==> src/rtl/lcd_pkg.sv <==
// Shared types and constants for the HD44780-style LCD write sequencer:
// FSM states, command bytes and the power-up init ROM.
package lcd_pkg;

    typedef enum logic [2:0] {
        POWERUP,
        LOAD,
        SETUP,
        PULSE,
        HOLD,
        IDLE
    } lcd_state_t;

    localparam logic [7:0] CMD_FUNCSET = 8'h38;
    localparam logic [7:0] CMD_DISPON  = 8'h0C;
    localparam logic [7:0] CMD_CLEAR   = 8'h01;
    localparam logic [7:0] CMD_ENTRY   = 8'h06;
    localparam logic [7:0] CMD_HOME    = 8'h02;

    localparam int INIT_LEN = 4;

    typedef logic [15:0] tick_cnt_t;

    function automatic logic [7:0] init_rom(input logic [1:0] idx);
        logic [7:0] value;
        case (idx)
            2'd0:    value = CMD_FUNCSET;
            2'd1:    value = CMD_DISPON;
            2'd2:    value = CMD_CLEAR;
            default: value = CMD_ENTRY;
        endcase
        return value;
    endfunction

    // Clear and home are the slow LCD instructions that need the long hold.
    function automatic logic is_long_cmd(input logic [7:0] data, input logic rs);
        return !rs && (data == CMD_CLEAR || data == CMD_HOME);
    endfunction

endpackage

==> src/rtl/lcd_tick_gen.sv <==
// Timing prescaler: one-cycle tick every TICK_DIV clocks, restartable so a
// freshly launched command always gets full-length phases.
module lcd_tick_gen #(
    parameter int TICK_DIV = 50000
) (
    input  logic clock_in,
    input  logic reset_n,
    input  logic restart,
    output logic tick
);

    localparam int CW = (TICK_DIV > 1) ? $clog2(TICK_DIV) : 1;
    localparam logic [CW-1:0] LAST = CW'(TICK_DIV - 1);

    logic [CW-1:0] count;

    always_ff @(posedge clock_in or negedge reset_n) begin
        if (!reset_n) begin
            count <= '0;
        end else if (restart || count == LAST) begin
            count <= '0;
        end else begin
            count <= count + CW'(1);
        end
    end

    assign tick = (count == LAST);

endmodule

==> src/rtl/lcd_sequencer.sv <==
// LCD write sequencer: runs the power-up init ROM, then accepts host bytes
// and strobes each one onto the LCD bus with setup, pulse and hold phases.
module lcd_sequencer
    import lcd_pkg::*;
#(
    parameter int TICK_DIV      = 50000,
    parameter int POWERUP_TICKS = 20,
    parameter int CMD_TICKS     = 2,
    parameter int CLR_TICKS     = 5
) (
    input  logic       clock_in,
    input  logic       reset_n,
    input  logic       wr_valid,
    input  logic       wr_rs,
    input  logic [7:0] wr_data,
    output logic       wr_ready,
    output logic       init_done,
    output logic [7:0] lcd_data,
    output logic       lcd_rs,
    output logic       lcd_rw,
    output logic       lcd_en
);

    lcd_state_t state, state_next;
    tick_cnt_t  tick_cnt, tick_cnt_next;
    tick_cnt_t  hold_last;
    logic [2:0] rom_idx;
    logic       tick;
    logic       restart;
    logic       load_byte;
    logic       rom_inc;
    logic       set_done;
    logic [7:0] byte_next;
    logic       rs_next;

    lcd_tick_gen #(
        .TICK_DIV(TICK_DIV)
    ) u_tick_gen (
        .clock_in(clock_in),
        .reset_n (reset_n),
        .restart (restart),
        .tick    (tick)
    );

    assign hold_last = is_long_cmd(lcd_data, lcd_rs) ? tick_cnt_t'(CLR_TICKS - 1)
                                                     : tick_cnt_t'(CMD_TICKS - 1);

    always_ff @(posedge clock_in or negedge reset_n) begin
        if (!reset_n) begin
            state    <= POWERUP;
            tick_cnt <= '0;
        end else begin
            state    <= state_next;
            tick_cnt <= tick_cnt_next;
        end
    end

    always_ff @(posedge clock_in or negedge reset_n) begin
        if (!reset_n) begin
            lcd_data  <= 8'h00;
            lcd_rs    <= 1'b0;
            rom_idx   <= '0;
            init_done <= 1'b0;
        end else begin
            if (load_byte) begin
                lcd_data <= byte_next;
                lcd_rs   <= rs_next;
            end
            if (rom_inc) begin
                rom_idx <= rom_idx + 3'd1;
            end
            if (set_done) begin
                init_done <= 1'b1;
            end
        end
    end

    // Only LOAD and an accepted host write move without waiting for a tick.
    always_comb begin
        state_next    = state;
        tick_cnt_next = tick_cnt;
        restart       = 1'b0;
        load_byte     = 1'b0;
        rom_inc       = 1'b0;
        set_done      = 1'b0;
        byte_next     = wr_data;
        rs_next       = wr_rs;
        case (state)
            POWERUP: begin
                if (tick) begin
                    if (tick_cnt == tick_cnt_t'(POWERUP_TICKS - 1)) begin
                        state_next    = LOAD;
                        tick_cnt_next = '0;
                    end else begin
                        tick_cnt_next = tick_cnt + tick_cnt_t'(1);
                    end
                end
            end
            LOAD: begin
                state_next = SETUP;
                restart    = 1'b1;
                load_byte  = 1'b1;
                rom_inc    = 1'b1;
                byte_next  = init_rom(rom_idx[1:0]);
                rs_next    = 1'b0;
            end
            SETUP: begin
                if (tick) begin
                    state_next = PULSE;
                end
            end
            PULSE: begin
                if (tick) begin
                    state_next    = HOLD;
                    tick_cnt_next = '0;
                end
            end
            HOLD: begin
                if (tick) begin
                    if (tick_cnt == hold_last) begin
                        tick_cnt_next = '0;
                        if (rom_idx != 3'(INIT_LEN)) begin
                            state_next = LOAD;
                        end else begin
                            state_next = IDLE;
                            set_done   = 1'b1;
                        end
                    end else begin
                        tick_cnt_next = tick_cnt + tick_cnt_t'(1);
                    end
                end
            end
            IDLE: begin
                if (wr_valid) begin
                    state_next = SETUP;
                    restart    = 1'b1;
                    load_byte  = 1'b1;
                end
            end
            default: begin
                state_next = POWERUP;
            end
        endcase
    end

    assign lcd_en   = (state == PULSE);
    assign wr_ready = (state == IDLE);
    assign lcd_rw   = 1'b0;

endmodule

==> config.mk <==
export PLATFORM = sky130hd
export DESIGN_NAME = lcd_sequencer
export DESIGN_NICKNAME = d
export VERILOG_FILES = /design/src/rtl/lcd_pkg.sv /design/src/rtl/lcd_tick_gen.sv /design/src/rtl/lcd_sequencer.sv
export SDC_FILE = /design/constraint.sdc
export NUM_CORES = 1
export LEC_CHECK = 0
export CORE_MARGIN = 4
export CORE_UTILIZATION = 50
export CTS_CLUSTER_DIAMETER = 120
export DETAILED_ROUTE_END_ITERATION = 8
export PLACE_DENSITY = 0.74
export SYNTH_ARGS = -nofsm -noshare
export SYNTH_HDL_FRONTEND = slang
export SYNTH_HIERARCHICAL = 1
export SYNTH_SLANG_ARGS = --single-unit
==> constraint.sdc <==
create_clock -name clock_in -period 2.4 [get_ports clock_in]
set_clock_uncertainty 0.15 [all_clocks]
set_input_delay 0.24 -clock clock_in [delete_from_list [all_inputs] [get_ports clock_in]]
set_output_delay 0.24 -clock clock_in [all_outputs]
set_load 0.03 [all_outputs]
==> metrics.md, run 1 <==
| Metric | Value |
|---|---|
| CTS tree | built |
| Total Power | between 1 and 1.5 mW |
| Fin cells | roughly 420 |
| Synthesized area | 2730 um^2 |
| Core region area | between 5000 and 6000 um^2 |
| Most frequent cells in the layout | dfrtp_1, nor2_1, buf_4 |
| Vias/cell | ~5.4 |
| Startpoint Class | flip-flop |
| TNS Setup | 0 ns |
| Gr ovfl total | 0 |
| Routability cong. | just over 0.8 |
| DP Worst Slack | -0.0673 ns |
| Post-layout min period | approximately 2.4 ns |
| Final design area excluding fillers | between 3000 and 4000 um^2 |
| Status | complete, no violations |
| Count of cell types in the netlist | 46 |
| H-Tree Depth | 2 |
| Die Area | about 6700 um^2 |
| Placed Area | roughly 3200 um^2 |
| # IOs | 25 |
| Commonest non-fill, non-tap cell in the layout | dfrtp_1 |
| Antenna violations before repair | 0 |
| Fin. max-slew vios | 0 |
| Number of global-route vias before repair | between 2k and 2.5k |
| Final #Nets | between 300 and 400 |
| R2R depth | 8 |
| Fmax achieved | 0.421 GHz |
| PD cells | roughly 400 nW/um^2 |
| Ant. Diodes | 0 |
| Root Driver | clkbuf_8 |
| # setup viols final | 0 |
| First-pass GRT wire length | 9860 um |
| Seq. cell area | between 1000 and 1500 um^2 |
| WL/cell | 13.7 um |
| Fraction of layout cells with a size suffix above 1 | 0.172 |
| Sequential area share after synthesis | 0.440 |
| DR DRC count | 0 |
| Worst Tran Pin Value | 0.525 ns |
| Largest net degree at the start of global routing | 25 |
| #FFs+latches synth | 48 |
| Hold Crit Class | primary input to async pin |
| Tot GR Track Use | 0.191 |
| TritonCTS Buffers | 5 |
| Final worst setup slack | about 0.025 ns |
| Area of the multi-input gates | roughly 1500 um^2 |
| Filler instances | approximately 430 |
| VDD IR-drop max | 257 uV |
| Worst-path clk slew | ~0.08 ns |
| Worst endpoint required time | 2.44 ns |
| R2R Path Start | u_tick_gen/count[11]$_DFF_PN0_ |
| Element type at the critical path end | flip-flop |
| Net Count, Synth | 322 |
| Rows | 26 |
| Antenna Nets Post-Route | 0 |
| Initial drt markers | 71 |
| DR vias | 2262 |
| Yosys warns | 6 |
| Hold_ws | 0.172 ns |
| Largest cells by area after synthesis | dfrtp_1, xnor2_1, nor2_1, nand2_1, ha_1 |
| Routed wire length | ~5700 um |
| Setup Crit Path Kind | flip-flop to flip-flop |
| Hpwl dp | 3980 um |
| Synth Instances | between 300 and 400 |
| Worst setup path startpoint | u_tick_gen/count[11]$_DFF_PN0_ |
| Die Span X | ~82 um |
| Synth area leader | dfrtp_1 |
| Util after Layout | 0.648 |
| Number of port buffers | 23 |
| Starting Density | 0.524 |
| Yosys top cell area share | 0.440 |
| Max transition margin | 0.649 |
| Clk_lat worst skew | roughly 0.30 ns |
| Synth Area per Inst | around 9 um^2 |
| DIE HEIGHT | about 82 um |
| Lkg Pwr | 1.42 nW |
| # clock sinks | 48 |
| Fin crit share | 0.989 |
| Max_cap viols | 0 |
| DR pass1 iterations | 4 |
| Critical path arrival | between 2 and 2.5 ns |
| Area growth, synth to finish | 23.5% |
| Crit Path Max Fanout | 8 |
| Clock Path Buffers | 2 |
| Unrepaired setup endpoints after global routing | true |
| Hold Fails Final Rpt | 0 |
| Dpl cells | roughly 400 |
-- metal layers --
metal  share of wire  GRT usage  vias up
met5               0          0        -
met4           0.015     0.0565        0
met3           0.033     0.0428       11
met2            0.49      0.309       31
met1            0.46      0.254     1086
li1                -          -     1134
-- state kept, by name, summed over array words and instances, names as in the netlist --
| name | count |
|---|---|
| lcd_rs | 1 |
| rom_idx | 3 |
| state | 3 |
| u_tick_gen/count | 16 |
| tick_cnt | 16 |
| lcd_data | 8 |
| init_done | 1 |
-- worst max-delay path, stage by stage, from the launching register on --
cell	delay [ns]
dfrtp_1	0.39
or4b_4	0.56
nor4_4	0.26
buf_6	0.17
o211ai_1	0.21
buf_4	0.23
nor3_4	0.11
xnor2_1	0.15
nor2_2	0.05
-- final cells by class --
class / count / area share
multi-input combinational: 226 / 0.437
sequential: 48 / 0.356
timing repair buffer: 52 / 0.138
tap: 70 / 0.0260
clock buffer: 7 / 0.0256
inverter: 14 / 0.0156
clock inverter: 1 / 0.00223
-- cells by family after synthesis --
logic type,count (synthesis),synth area share
simple gates,137,0.261
compound gates,51,0.118
buf+inv,29,0.0495
fa+ha+maj,7,0.0321
mux,3,0.0110
other cells,1,0.00137
xor+xnor,27,0.0867
flops,48,0.440
-- worst paths after layout --
| kind | to | slack, ns |
|---|---|---|
| max in group asynchronous | tick_cnt[13]$_DFFE_PN0P_ | 1.37 |
| hold reg to reg | u_tick_gen/count[0]$_DFF_PN0_ | 0.34 |
| min in group clock_in | u_tick_gen/count[0]$_DFF_PN0_ | 0.34 |
| setup / recovery | tick_cnt[7]$_DFFE_PN0P_ | 0.03 |
| hold / removal | u_tick_gen/count[3]$_DFF_PN0_ | 0.17 |
| setup reg to reg | tick_cnt[7]$_DFFE_PN0P_ | 0.03 |
-- repair_timing --
item | in CTS | in global routing
hold buffers | 1 | 0
pin swaps | 5 | 8
resized for setup | 1 | 14
cloned | 0 | 0
endpoints found under the hold margin | 48 | 0
endpoints found under the setup margin | 14 | 15
buffers inserted | 3 | 1
-- synthesized netlist by cell type, drive strengths merged --
cell / number
xor2: 2
o22ai: 6
nand3b: 1
or2: 1
o2111ai: 1
ha: 7
xnor2: 25
mux2i: 3
o21a: 2
and3: 2
nand4: 4
o31ai: 1
o211ai: 1
o21ai: 21
a311oi: 1
nor3: 13
nand3: 13
a31oi: 4
nand2: 25
clkbuf: 11
nand2b: 3
or4b: 2
buf: 4
a21oi: 8
nor2: 49
or3: 1
inv: 14
dfrtp: 48
a32oi: 1
conb: 1
nand4b: 1
and3b: 1
nor2b: 2
and2: 1
nor4: 12
or4: 3
and4: 3
o32ai: 1
a21o: 1
a21boi: 1
a211o: 2
-- where the power goes --
group | switching [mW] | internal (mW)
Sequential | 0 | 0.808
Clock | 0.255 | 0.234
Combinational | 0.0247 | 0.0198
Power figures use the tool's default switching activity.
==> inputs of run 2 (changes only) <==
--- a/config.mk
+++ b/config.mk
@@ -9,6 +9,7 @@
 export CORE_UTILIZATION = 50
 export CTS_CLUSTER_DIAMETER = 120
 export DETAILED_ROUTE_END_ITERATION = 8
+export GPL_ROUTABILITY_DRIVEN = 0
 export PLACE_DENSITY = 0.74
 export SYNTH_ARGS = -nofsm -noshare
 export SYNTH_HDL_FRONTEND = slang
==> results of run 2 <==
Final layout, timing and power as in run 1 (identical DEF).
